**src/rtl/time_of_day_counter_if.sv**
```systemverilog
// Signal bundle between the alarm-clock control plane and the time-of-day counter.
// The master side drives tick/load/alarm controls; the slave side returns time and status.
interface time_of_day_counter_if;
    logic       tick_in;
    logic       load;
    logic [7:0] load_hh;
    logic [7:0] load_mm;
    logic [7:0] load_ss;
    logic       alarm_en;
    logic [7:0] alarm_hh;
    logic [7:0] alarm_mm;
    logic       alarm_stop;
    logic [7:0] hh;
    logic [7:0] mm;
    logic [7:0] ss;
    logic       sec_tick;
    logic       load_err;
    logic       alarm_ring;

    modport master (
        output tick_in, load, load_hh, load_mm, load_ss,
        output alarm_en, alarm_hh, alarm_mm, alarm_stop,
        input  hh, mm, ss, sec_tick, load_err, alarm_ring
    );

    modport slave (
        input  tick_in, load, load_hh, load_mm, load_ss,
        input  alarm_en, alarm_hh, alarm_mm, alarm_stop,
        output hh, mm, ss, sec_tick, load_err, alarm_ring
    );
endinterface

```
**src/rtl/time_of_day_counter.sv**
```systemverilog
// 24-hour BCD time-of-day counter with validated load and a timed alarm ring.
//   state    | meaning
//   ST_IDLE  | no alarm active, waiting for a tick-driven compare hit
//   ST_RING  | alarm_ring high, counting seconds until timeout/stop/disarm/load
module time_of_day_counter #(
    parameter int unsigned TICKS_PER_SEC = 1,
    parameter int unsigned RING_SECS     = 60
) (
    input  logic                   clk,
    input  logic                   rst,
    time_of_day_counter_if.slave   bus
);

    typedef enum logic {ST_IDLE, ST_RING} state_t;

    localparam logic [7:0] PRESC_LAST = 8'(TICKS_PER_SEC - 1);
    localparam logic [7:0] RING_LAST  = 8'(RING_SECS);

    state_t     state_q, state_d;
    logic [7:0] presc_q, presc_d;
    logic [7:0] hh_q, hh_d;
    logic [7:0] mm_q, mm_d;
    logic [7:0] ss_q, ss_d;
    logic       sec_tick_q, sec_tick_d;
    logic       load_err_q, load_err_d;
    logic       ring_q, ring_d;
    logic [7:0] ring_cnt_q, ring_cnt_d;

    logic       load_ok;
    logic       load_take;
    logic       inc_evt;
    logic       hit;

    function automatic logic bcd_ok(input logic [7:0] v, input logic [7:0] max);
        return (v[7:4] <= 4'd9) && (v[3:0] <= 4'd9) && (v <= max);
    endfunction

    // Advance a two-digit BCD field; wraps to 00 after 'last'.
    function automatic logic [7:0] bcd_next(input logic [7:0] v, input logic [7:0] last);
        if (v == last)
            return 8'h00;
        else if (v[3:0] == 4'd9)
            return {v[7:4] + 4'd1, 4'd0};
        else
            return {v[7:4], v[3:0] + 4'd1};
    endfunction

    always_comb begin
        presc_d    = presc_q;
        hh_d       = hh_q;
        mm_d       = mm_q;
        ss_d       = ss_q;
        sec_tick_d = 1'b0;
        load_err_d = 1'b0;
        inc_evt    = 1'b0;
        hit        = 1'b0;
        load_ok    = bcd_ok(bus.load_hh, 8'h23) && bcd_ok(bus.load_mm, 8'h59) &&
                     bcd_ok(bus.load_ss, 8'h59);
        load_take  = bus.load && load_ok;

        // A load strobe always consumes the cycle, so a coincident tick is dropped.
        if (bus.load) begin
            if (load_ok) begin
                hh_d    = bus.load_hh;
                mm_d    = bus.load_mm;
                ss_d    = bus.load_ss;
                presc_d = 8'd0;
            end else begin
                load_err_d = 1'b1;
            end
        end else if (bus.tick_in) begin
            if (presc_q >= PRESC_LAST) begin
                presc_d    = 8'd0;
                inc_evt    = 1'b1;
                sec_tick_d = 1'b1;
                ss_d       = bcd_next(ss_q, 8'h59);
                if (ss_q == 8'h59) begin
                    mm_d = bcd_next(mm_q, 8'h59);
                    if (mm_q == 8'h59)
                        hh_d = bcd_next(hh_q, 8'h23);
                end
                hit = bus.alarm_en && (ss_d == 8'h00) &&
                      (mm_d == bus.alarm_mm) && (hh_d == bus.alarm_hh);
            end else begin
                presc_d = presc_q + 8'd1;
            end
        end
    end

    always_comb begin
        state_d    = state_q;
        ring_d     = ring_q;
        ring_cnt_d = ring_cnt_q;
        case (state_q)
            ST_IDLE: begin
                ring_d = 1'b0;
                if (hit) begin
                    state_d    = ST_RING;
                    ring_d     = 1'b1;
                    ring_cnt_d = 8'd0;
                end
            end
            ST_RING: begin
                ring_d = 1'b1;
                if (inc_evt)
                    ring_cnt_d = ring_cnt_q + 8'd1;
                // Re-hits while ringing are ignored; only these conditions end the ring.
                if ((ring_cnt_q >= RING_LAST) || bus.alarm_stop || !bus.alarm_en || load_take) begin
                    state_d    = ST_IDLE;
                    ring_d     = 1'b0;
                    ring_cnt_d = 8'd0;
                end
            end
        endcase
    end

    always_ff @(posedge clk) begin
        if (!rst) begin
            state_q    <= ST_IDLE;
            presc_q    <= 8'd0;
            hh_q       <= 8'h00;
            mm_q       <= 8'h00;
            ss_q       <= 8'h00;
            sec_tick_q <= 1'b0;
            load_err_q <= 1'b0;
            ring_q     <= 1'b0;
            ring_cnt_q <= 8'd0;
        end else begin
            state_q    <= state_d;
            presc_q    <= presc_d;
            hh_q       <= hh_d;
            mm_q       <= mm_d;
            ss_q       <= ss_d;
            sec_tick_q <= sec_tick_d;
            load_err_q <= load_err_d;
            ring_q     <= ring_d;
            ring_cnt_q <= ring_cnt_d;
        end
    end

    assign bus.hh         = hh_q;
    assign bus.mm         = mm_q;
    assign bus.ss         = ss_q;
    assign bus.sec_tick   = sec_tick_q;
    assign bus.load_err   = load_err_q;
    assign bus.alarm_ring = ring_q;

endmodule

```
**src/flat_wrapper.sv**
```systemverilog
// flat-port wrapper written by rule: the top's interface ports become plain ports
module time_of_day_counter_flat 
#(
    parameter int unsigned TICKS_PER_SEC = 1,
    parameter int unsigned RING_SECS     = 60
)
  (clk, rst, bus_tick_in, bus_load, bus_load_hh, bus_load_mm, bus_load_ss, bus_alarm_en, bus_alarm_hh, bus_alarm_mm, bus_alarm_stop, bus_hh, bus_mm, bus_ss, bus_sec_tick, bus_load_err, bus_alarm_ring);
  time_of_day_counter_if bus_i ();
  input  logic clk;
  input  logic rst;
  input wire logic [$bits(bus_i.tick_in)-1:0] bus_tick_in;
  input wire logic [$bits(bus_i.load)-1:0] bus_load;
  input wire logic [$bits(bus_i.load_hh)-1:0] bus_load_hh;
  input wire logic [$bits(bus_i.load_mm)-1:0] bus_load_mm;
  input wire logic [$bits(bus_i.load_ss)-1:0] bus_load_ss;
  input wire logic [$bits(bus_i.alarm_en)-1:0] bus_alarm_en;
  input wire logic [$bits(bus_i.alarm_hh)-1:0] bus_alarm_hh;
  input wire logic [$bits(bus_i.alarm_mm)-1:0] bus_alarm_mm;
  input wire logic [$bits(bus_i.alarm_stop)-1:0] bus_alarm_stop;
  output wire logic [$bits(bus_i.hh)-1:0] bus_hh;
  output wire logic [$bits(bus_i.mm)-1:0] bus_mm;
  output wire logic [$bits(bus_i.ss)-1:0] bus_ss;
  output wire logic [$bits(bus_i.sec_tick)-1:0] bus_sec_tick;
  output wire logic [$bits(bus_i.load_err)-1:0] bus_load_err;
  output wire logic [$bits(bus_i.alarm_ring)-1:0] bus_alarm_ring;
  assign bus_i.tick_in = bus_tick_in;
  assign bus_i.load = bus_load;
  assign bus_i.load_hh = bus_load_hh;
  assign bus_i.load_mm = bus_load_mm;
  assign bus_i.load_ss = bus_load_ss;
  assign bus_i.alarm_en = bus_alarm_en;
  assign bus_i.alarm_hh = bus_alarm_hh;
  assign bus_i.alarm_mm = bus_alarm_mm;
  assign bus_i.alarm_stop = bus_alarm_stop;
  assign bus_hh = bus_i.hh;
  assign bus_mm = bus_i.mm;
  assign bus_ss = bus_i.ss;
  assign bus_sec_tick = bus_i.sec_tick;
  assign bus_load_err = bus_i.load_err;
  assign bus_alarm_ring = bus_i.alarm_ring;
  time_of_day_counter #(.TICKS_PER_SEC(TICKS_PER_SEC), .RING_SECS(RING_SECS)) u_core (.clk(clk), .rst(rst), .bus(bus_i));
endmodule
```
**config.mk**
```make
export PLATFORM = sky130hd
export DESIGN_NAME = time_of_day_counter_flat
export DESIGN_NICKNAME = d
export VERILOG_FILES = /design/src/rtl/time_of_day_counter_if.sv /design/src/rtl/time_of_day_counter.sv /design/src/flat_wrapper.sv
export SDC_FILE = /design/constraint.sdc
export NUM_CORES = 1
export LEC_CHECK = 0
export CORE_MARGIN = 2
export CORE_UTILIZATION = 41
export DETAILED_ROUTE_END_ITERATION = 8
export DONT_BUFFER_PORTS = 1
export SLEW_MARGIN = 15
export SYNTH_ARGS = -nofsm -noshare
export SYNTH_HDL_FRONTEND = slang
export SYNTH_SLANG_ARGS = --single-unit
```
**constraint.sdc**
```tcl
create_clock -name clk -period 5.6 [get_ports clk]
set_input_delay 1.12 -clock clk [delete_from_list [all_inputs] [get_ports clk]]
set_output_delay 1.12 -clock clk [all_outputs]
set_load 0.02 [all_outputs]
```
# Yosys cells after proc, flatten, opt, wreduce, memory -nomap -nowiden
# Cells that the tools add are included.
# word_totals
input_bits,46
ff_bits,43
# op_classes
n_addsub,8
mux,48
magnitude_cmp,11
n_bitwise,1
reduce_logical,23
eq_ne,11
# op_table
cell,count
$mux 8,37
$add 4x1->4 const B,6
$le 4x4->1 const B,6
$add 8x1->8 const B,2
$eq 8x7->1 const B,2
$eq 8x8->1,2
$le 8x7->1 const B,2
$pmux 8 s2,1
$eq 4x4->1 const B,3
$logic_and 1x1->1,12
$mux 1,9
$eq 8x6->1 const B,1
$ge 8x1->1 const B,1
$ge 8x6->1 const B,1
$le 8x6->1 const B,1
$logic_not 8->1,1
$reduce_and 2->1,3
$ne 2x1->1 const B,2
$reduce_bool 2->1,2
$logic_or 1x1->1,3
$ne 3x3->1 const B,1
$reduce_and 3->1,1
$pmux 1 s2,1
$logic_not 1->1,1
$not 1->1,1

# Depth between registers and ports, before layout
# Gate-level depths: netlist of the first run.
# depth
depth_word,15
ltp_mapped,12
mapped_depth_nobuf,10

# Worst setup path after synthesis of the first run
# Ideal clock, no wire load.
# synth_timing
path_kind,input to register
startpoint,input port bus_load
endpoint,register u_core.ring_cnt_q[2]
arrival_ps,2578
n_path_buf,1
required_ps,5475
path_slack_ps,2897
path_stages,9
setup_time_ps,125
cell_sequence,clkbuf_1 clkinv_1 nand2_1 a211oi_1 nand4_1 nor4_2 nand4_2 a21oi_1 o22ai_1
# synth_via
elab_chain_cells,4
word_cells_on_any_way,9
cone_classes,eq/ne (2); mux (4); reduce/logical (3)
# synth_lines
element,line_no,text
"start, declared",flat_wrapper.sv:12,input wire logic [$bits(bus_i.load)-1:0] bus_load;
$logic_and 1x1->1,time_of_day_counter.sv:59,load_take = bus.load && load_ok;
$logic_or 1x1->1,time_of_day_counter.sv:108,if ((ring_cnt_q >= RING_LAST) || bus.alarm_stop || !bus.alarm_en || load_take) begin
$mux 8 or $ne 3x3->1 (tied branches),-,
$pmux 8 s2 or $reduce_and 2->1 (tied branches),-,
"end signal, assigned",time_of_day_counter.sv:137,ring_cnt_q <= ring_cnt_d;
"end, declared",time_of_day_counter.sv:27,"logic [7:0] ring_cnt_q, ring_cnt_d;"
# Parallel ways exist; a longest one is shown, timed or not.
# A chain may end at the register's enable or synchronous reset.

# Final worst setup path of the first run
# layout_timing
startpoint,register u_core.ss_q[0] (netlist: u_core.bus.ss[0])
endpoint,register u_core.ring_cnt_q[1]
# layout_via
elab_chain_cells,15
word_cells_on_any_way,27
cone_classes,add/sub (1); eq/ne (5); mux (16); reduce/logical (5)
# layout_lines
element,line_no,text
"start, declared",time_of_day_counter.sv:23,"logic [7:0] ss_q, ss_d;"
"start signal, assigned",time_of_day_counter.sv:133,ss_q <= ss_d;
$add 4x1->4 or $eq 4x4->1 (tied branches),"time_of_day_counter.sv:45, time_of_day_counter.sv:42",
$mux 8,time_of_day_counter.sv:42,else if (v[3:0] == 4'd9)
$mux 8,time_of_day_counter.sv:40,if (v == last)
$mux 8,time_of_day_counter.sv:72,if (presc_q >= PRESC_LAST) begin
$mux 8,time_of_day_counter.sv:71,end else if (bus.tick_in) begin
$mux 8,time_of_day_counter.sv:62,if (bus.load) begin
$logic_not 8->1,time_of_day_counter.sv:82,hit = bus.alarm_en && (ss_d == 8'h00) &&
$logic_and 1x1->1 (2 in series),time_of_day_counter.sv:82,
$logic_and 1x1->1 (*),time_of_day_counter.sv:83,(mm_d == bus.alarm_mm) && (hh_d == bus.alarm_hh);
$mux 1 (*),time_of_day_counter.sv:72,
$mux 1 (*),time_of_day_counter.sv:71,
$mux 1 (*),time_of_day_counter.sv:62,
$ne 2x1->1 (no source line) (*),-,
$reduce_and 2->1 (no source line) (*),-,
# Mark *: on every way between the ends. The rest lies on a longest branch, timed or not. The select of a mux whose other input is x is not followed.

==> Flow_metrics.wiki, run 1 <==
{| class="wikitable"
! Metric !! Value
|-
| Status || completed
|-
| Commonest non-fill, non-tap cell in the layout || sky130_fd_sc_hd__nand2_1
|-
| Number of flops mapped to enable cells by yosys || 0
|-
| Hold_buf cts || 0
|-
| Global placement routability congestion || ~0.9
|-
| Nets || approximately 420
|-
| Kind of start point of the critical path || flop
|-
| Met2 track utilization from global routing || 36.7%
|-
| Net count of the mapped netlist || 434
|-
| TritonCTS clock tree || built
|-
| Signed area change from the synthesized netlist to the final layout || 2.98%
|-
| Worst min-delay path class || reg -> reg
|-
| Total Die Area || 7850 um2
|-
| Most frequent cells in the layout || sky130_fd_sc_hd__nand2_1, sky130_fd_sc_hd__dfxtp_1, sky130_fd_sc_hd__a21oi_1
|-
| Avg Synthesized Cell Area || 7.85 um2
|-
| Met3 Usage GRT || between 6 and 7%
|-
| WP data arrival || approximately 3.5 ns
|-
| Via count || ~2800
|-
| Detailed-route wire length per cell || roughly 19 um
|-
| Final-report hold violation count || 0
|-
| Proportion of netlist area held by the largest area contributor || about a quarter
|-
| Clk slew on worst S/H paths || ~0.070 ns
|-
| Horizontal die dimension || between 80 and 90 um
|-
| Antenna Diode Count || 0
|-
| Post-DP HPWL || between 6 and 7 mm
|-
| Total CTS buffers || 5
|-
| Post-CTS Setup Bufs || 0
|-
| Via density || 6.26
|-
| Highest fanout seen on the critical path || 15
|-
| Clock sinks || 35
|-
| Class of the most critical setup path || reg -> reg
|-
| Number of instances resized during post-cts repair || 0
|-
| Part of the Yosys area used for sequential elements || about a quarter
|-
| Type of element capturing the critical path || flop
|-
| Total routing usage reported by global routing || a little under a quarter
|-
| Non-Filler Instances || approximately 450
|-
| Distinct cell type count of the synthesized netlist || 66
|-
| Share of flip-flops with an asynchronous set or reset || 0%
|-
| First-pass GRT wire length || around 14 mm
|-
| Final cycle utilization of the critical path || about three fifths
|-
| Number of antenna violations at the first check in global routing || 0
|-
| Top flip-flop cell by instance count after synthesis || sky130_fd_sc_hd__dfxtp_1
|-
| Boundary Pins || 73
|-
| Count of antenna-violating nets left after detailed routing || 0
|-
| Post-synthesis cell area || between 2000 and 3000 um2
|-
| Tightest Pin Transition || roughly 0.71 ns
|-
| Total of fill cells in the finished design || a little over 700
|-
| Share of layout cells above drive strength 1 || 7.54%
|-
| Top achievable clock speed || just over 300 MHz
|-
| Leakage || approximately 1.1 nW
|-
| Area of the placeable core || approximately 6900 um2
|-
| Layout Skew || approximately 0.006 ns
|-
| Cell count after synthesis || 374
|-
| Top Usage Layer GRT || met2
|-
| Buffers from clock root to sink, at most || 2
|-
| Pins over their slew limit || 0
|-
| Final critical path time including I/O delays and setup || 3.30 ns
|-
| Height of the die || between 80 and 90 um
|-
| Count of routing violations after the opening detailed-route iteration || between 150 and 200
|-
| Aggregate negative setup slack || 0 ns
|-
| Power per Cell Area || roughly 180 nW/um2
|-
| Yosys warning total || 0
|-
| Number of storage elements in the synthesis netlist || 35
|-
| Placement Rows || 30
|-
| Met1 layer usage reported by global route || a little under a third
|-
| Depth of the CTS H-tree || 2
|-
| Placed Cells || between 400 and 500
|-
| WP data required || between 5 and 6 ns
|-
| Worst vdd rail ir drop || roughly 0.10 mV
|-
| Max Cap Violations || 0
|-
| Clock insertion delay at the later pin of the skew report || 0.30 ns
|-
| Worst slew slack as a fraction of its limit || about 53%
|-
| Total detailed-routing wirelength || between 8 and 9 mm
|-
| Maximum number of pins on one net before global-route repair || between 40 and 50
|-
| DRC violations left || 0
|-
| Ranking of synthesized cells by area || sky130_fd_sc_hd__dfxtp_1, sky130_fd_sc_hd__ha_1, sky130_fd_sc_hd__nand2_1, sky130_fd_sc_hd__a21oi_1, sky130_fd_sc_hd__o21ai_0
|-
| Initial core utilization || 42.7%
|-
| First-pass iteration count of the detailed router || 5
|-
| Largest area contributor in the netlist || sky130_fd_sc_hd__dfxtp_1
|-
| Root Driver || sky130_fd_sc_hd__clkbuf_8
|-
| Unrepaired setup endpoints after global routing || false
|-
| Count of endpoints failing setup in the final report || 0
|-
| Overall overflow remaining after global route || 0
|-
| Port Buffers || 0
|-
| Vias in the first global route || about 2700
|}
critical path: stages (launching register included):
cell,delay [ns]
sky130_fd_sc_hd__dfxtp_1,0.55
sky130_fd_sc_hd__ha_1,0.26
sky130_fd_sc_hd__and3b_1,0.63
sky130_fd_sc_hd__nand4_4,0.24
sky130_fd_sc_hd__o311ai_0,0.47
sky130_fd_sc_hd__nand4_1,0.17
sky130_fd_sc_hd__nor4_2,0.29
sky130_fd_sc_hd__nand4_2,0.27
sky130_fd_sc_hd__nand2_2,0.18
sky130_fd_sc_hd__mux2i_1,0.18
metal layers:
metal / wire length [um] / part of all wire, % / vias up
met2: 3990 / 45 / 113
met4: 170 / 1.9 / 0
met1: 3850 / 44 / 1344
met3: 757 / 8.6 / 13
li1: - / - / 1374
met5: 0 / 0 / -
logic make-up after synthesis:
logic type      Yosys count  synth area share, %
xor+xnor                 12                 3.58
simple gates            147                 30.3
flops                    35                 23.9
fa+ha+maj                14                 5.97
compound gates          119                 27.0
buf+inv                  38                 6.14
mux                       9                 3.15
cell usage after synthesis (3+ instances only):
cell	count
sky130_fd_sc_hd__nand2_1	42
sky130_fd_sc_hd__dfxtp_1	35
sky130_fd_sc_hd__a21oi_1	27
sky130_fd_sc_hd__o21ai_0	25
sky130_fd_sc_hd__nand3_1	16
sky130_fd_sc_hd__nor2_1	16
sky130_fd_sc_hd__ha_1	14
sky130_fd_sc_hd__inv_1	13
sky130_fd_sc_hd__nor2b_1	12
sky130_fd_sc_hd__clkbuf_1	11
sky130_fd_sc_hd__nand4_1	8
sky130_fd_sc_hd__xnor2_1	8
sky130_fd_sc_hd__a21boi_0	7
sky130_fd_sc_hd__buf_4	7
sky130_fd_sc_hd__mux2i_1	7
sky130_fd_sc_hd__o211ai_1	7
sky130_fd_sc_hd__nor4_1	6
sky130_fd_sc_hd__a21o_1	5
sky130_fd_sc_hd__a31oi_1	5
sky130_fd_sc_hd__and3b_1	5
sky130_fd_sc_hd__o211a_1	5
sky130_fd_sc_hd__o22ai_1	5
sky130_fd_sc_hd__a211oi_1	4
sky130_fd_sc_hd__a22oi_1	4
sky130_fd_sc_hd__and2_1	4
sky130_fd_sc_hd__and3_1	4
sky130_fd_sc_hd__nand3b_1	4
sky130_fd_sc_hd__nor4_2	4
sky130_fd_sc_hd__o311ai_0	4
sky130_fd_sc_hd__o31ai_1	4
sky130_fd_sc_hd__or3_1	4
sky130_fd_sc_hd__xor2_1	4
sky130_fd_sc_hd__buf_2	3
sky130_fd_sc_hd__o221ai_1	3
sky130_fd_sc_hd__o2bb2ai_1	3
sky130_fd_sc_hd__or4_1	3
sequential cells by signal (all words and copies together), names as in the netlist:
signal               flops
u_core.ring_cnt_q        8
u_core.state_q           1
u_core.bus.load_err      1
u_core.bus.ss            8
u_core.bus.mm            8
u_core.bus.hh            8
u_core.bus.sec_tick      1
metrics by stage:
stage          power, mW  instance area, um2  setup WS [ns]  hold slack, ns  utilization, %
3_5_place_dp       0.358                2940           2.22           0.421            42.7
6_report           0.546                3020           2.30           0.431            44.0
5_1_grt            0.573                3020           2.09           0.465            44.0
2_1_floorplan      0.346                2940           2.90           0.405               -
4_1_cts            0.553                3020           2.34           0.431            44.0
3_3_place_gp       0.357                2940           2.31           0.417            42.7
path summary, 6_finish.rpt:
check             cells past startpoint  slack (ns)              endpoint            startpoint
setup reg to reg                      9        2.30  u_core.ring_cnt_q[1]      u_core.bus.ss[0]
setup / recovery                      9        2.30  u_core.ring_cnt_q[1]      u_core.bus.ss[0]
hold / removal                        2        0.43  u_core.ring_cnt_q[6]  u_core.ring_cnt_q[6]
hold reg to reg                       2        0.43  u_core.ring_cnt_q[6]  u_core.ring_cnt_q[6]
power by group:
group	total [mW]	internal (mW)	switching [mW]
registers	0.282	0.257	0.0251
logic	0.0714	0.0323	0.0391
clock network	0.193	0.0966	0.0962
layout make-up:
type,instances,area (um2),share of cell area (%)
Sequential cell,35,701,23.2
Tap cell,96,120,3.97
Timing Repair Buffer,1,7.51,0.248
Multi-Input combinational cell,301,2050,68.0
Clock buffer,6,82.6,2.73
Clock inverter,1,5.00,0.166
Inverter,14,52.6,1.74
Power figures use the tool's default switching activity.
==> inputs of run 2 (changes only) <==
==> constraint.sdc (replaced) <==
create_clock -name clk -period 3.3 [get_ports clk]
set_input_delay 0.66 -clock clk [delete_from_list [all_inputs] [get_ports clk]]
set_output_delay 0.66 -clock clk [all_outputs]
set_load 0.02 [all_outputs]
==> run 2 against run 1 <==
  * Sequential power grew 63%
  * Largest power group is now clock
  * First-iteration DRC count decreased by 2.6%
  * Via count grew 0.70%
  * Critical path type unchanged
  * Critical path depth grew 1
  * Flip-flop and latch count unchanged
  * Global-route usage up 0.62 points
  * Worst setup slack got worse by 2.0 ns
  * Critical endpoint unchanged
  * Total power grew 100%
  * Die area stayed put
  * Clock-buffer cell count is the same
  * Worst hold slack gained 0.0020 ns
  * Maximum frequency increased by 10%
==> Flow_metrics.wiki, run 2 (same netlist as run 1, synthesis figures left out) <==
{| class="wikitable"
! Metric !! Value
|-
| Final core utilization || a little under half
|-
| Buffers from clock root to sink, at most || 2
|-
| Detailed-route wire length per cell || between 15 and 20 um
|-
| Via count || approximately 2900
|-
| Post-CTS Setup Bufs || 0
|-
| Share of layout cells above drive strength 1 || about 12%
|-
| Worst Hold Path Cells || 2
|-
| Final critical path time including I/O delays and setup || 2.99 ns
|-
| Nets || roughly 440
|-
| Signed area change from the synthesized netlist to the final layout || 9.25%
|-
| Aggregate negative setup slack || 0 ns
|-
| Type of element capturing the critical path || flop
|-
| Total of fill cells in the finished design || 710
|-
| Kind of start point of the critical path || flop
|-
| CP max stage delay || roughly 0.46 ns
|-
| Clk slew on worst S/H paths || around 0.08 ns
|-
| Via density || 6.05
|-
| Horizontal die dimension || slightly below 90 um
|-
| Power consumption || 1.09 mW
|-
| Reg2Reg Capture Point || u_core.ring_cnt_q[1]
|-
| Highest fanout seen on the critical path || 10
|-
| Worst slew slack as a fraction of its limit || 39.8%
|-
| Clock sinks || 35
|-
| Overall overflow remaining after global route || 0
|-
| WP data required || approximately 3.5 ns
|-
| First-pass iteration count of the detailed router || 4
|-
| Class of the most critical setup path || reg -> reg
|-
| Root Driver || sky130_fd_sc_hd__clkbuf_8
|-
| Number of antenna violations at the first check in global routing || 0
|-
| Total CTS buffers || 5
|-
| Top achievable clock speed || 334 MHz
|-
| Post-Place Cell Area || around 3000 um2
|-
| Layout Skew || about 0.0073 ns
|-
| Clock insertion delay at the later pin of the skew report || around 0.3 ns
|-
| Maximum number of pins on one net before global-route repair || just over 40
|-
| Reg2reg setup slack || 0.31 ns
|-
| TritonCTS clock tree || built
|-
| Final cycle utilization of the critical path || roughly 91%
|-
| Top Family by Delay on Critical Path || simple AND/OR/NAND/NOR gates
|-
| Beginning of the worst register-to-register path || u_core.bus.mm[5]
|-
| Status || completed
|-
| Post-DP HPWL || a little under 7 mm
|-
| Power per Cell Area || around 340 nW/um2
|-
| Sequential cell area in the final layout || 701 um2
|-
| Vias in the first global route || around 2800
|-
| Worst min-delay path class || reg -> reg
|-
| Hold_buf cts || 0
|-
| Total detailed-routing wirelength || a little under 9 mm
|-
| Antenna Diode Count || 0
|-
| Area used by multi-input combinational logic || 2060 um2
|-
| Slowest library cell on the worst path || sky130_fd_sc_hd__and3b_1
|-
| Origin of the worst min-delay path || u_core.ring_cnt_q[6]
|-
| Port Buffers || 0
|-
| Count of antenna-violating nets left after detailed routing || 0
|-
| Initial core utilization || a little over two fifths
|-
| Unrepaired setup endpoints after global routing || false
|-
| DRC violations left || 0
|-
| Boundary Pins || 73
|-
| Most frequent cells in the layout || sky130_fd_sc_hd__nand2_1, sky130_fd_sc_hd__dfxtp_1, sky130_fd_sc_hd__a21oi_1
|-
| Count of routing violations after the opening detailed-route iteration || 187
|-
| Number of instances resized during post-cts repair || 0
|-
| Final-report hold violation count || 0
|-
| Count of endpoints failing setup in the final report || 0
|-
| Max Cap Violations || 0
|-
| WP data arrival || 3.23 ns
|-
| Depth of the CTS H-tree || 2
|-
| Global placement routability congestion || between 0.8 and 0.9
|-
| Total Die Area || around 7900 um2
|-
| Worst path cell trace || inv_1 -> ha_1 -> and3b_1 -> nand4_4 -> o311ai_0 -> nand4_1 -> nor4_2 -> nand4_2 -> nand2_2 -> mux2i_1
|-
| Layout Cell Area excl Fill || around 3200 um2
|-
| Count of buffer and inverter cells on the critical path || 1
|-
| First-pass GRT wire length || 14.7 mm
|-
| Leakage || 1.22 nW
|-
| Sink of the worst hold path || u_core.ring_cnt_q[6]
|-
| Height of the die || 88.6 um
|-
| Total routing usage reported by global routing || approximately a quarter
|-
| Commonest non-fill, non-tap cell in the layout || sky130_fd_sc_hd__nand2_1
|-
| Length in cells of the worst reg-to-reg path || 10
|-
| Area of the placeable core || around 6900 um2
|-
| Pins over their slew limit || 0
|-
| Tightest Pin Transition || approximately 0.9 ns
|-
| Worst vdd rail ir drop || about 0.20 mV
|-
| Placement Rows || 30
|}
-- run 2: cell types whose count changed in the layout (fill, tap and decap cells not counted), sizes merged --
cell,change
clkinv,-1
bufinv,+2
buf,+18
-- run 2: how the worst max path moves through the flow --
stage / startpoint / to / slack, ns / cells past startpoint
after detailed placement: u_core.bus.mm[5] / u_core.ring_cnt_q[1] / 0.32 / 10
after floorplan: u_core.bus.mm[5] / u_core.ring_cnt_q[2] / 0.75 / 12
final: u_core.bus.mm[5] / u_core.ring_cnt_q[1] / 0.31 / 10
after CTS: u_core.bus.mm[5] / u_core.ring_cnt_q[1] / 0.30 / 10
after global routing: u_core.bus.mm[5] / u_core.ring_cnt_q[1] / 0.04 / 10
after global placement: u_core.bus.ss[1] / u_core.ring_cnt_q[1] / 0.38 / 10
-- run 2: tightest hold or removal path, cell delays in order (launching register included) --
cell and delay [ns]:
sky130_fd_sc_hd__dfxtp_1 0.31, sky130_fd_sc_hd__nand2_1 0.05, sky130_fd_sc_hd__nor2_1 0.03
-- run 2: area by class of cell --
type,count,area share (%)
Timing Repair Buffer,19,4.45
Tap cell,96,3.75
Clock buffer,6,2.26
Multi-Input combinational cell,301,64.2
Clock inverter,2,1.87
Sequential cell,35,21.8
Inverter,14,1.64
-- run 2: per-layer routing --
layer	vias up	part of all wire [%]	track usage (%)
met5	-	0	0
met4	0	1.7	6.89
met3	13	8.6	6.44
met2	111	46	39.4
met1	1332	44	31.5
li1	1408	-	-
-- run 2: metrics by stage --
| step | cells | hold slack (ns) | worst slack [ns] |
|---|---|---|---|
| finish | 473 | 0.433 | 0.305 |
| CTS | 473 | 0.434 | 0.302 |
| global placement | 465 | 0.420 | 0.376 |
| floorplan | 374 | 0.405 | 0.752 |
| global route | 473 | 0.464 | 0.0425 |
| detailed placement | 465 | 0.421 | 0.323 |
-- run 2: report_power, final --
| part | total, mW | leakage, nW | switching (mW) | internal, mW |
|---|---|---|---|---|
| sequential | 0.459 | 0.285 | 0.0235 | 0.435 |
| clock | 0.479 | 0.0654 | 0.176 | 0.302 |
| combinational | 0.153 | 0.868 | 0.0882 | 0.0647 |
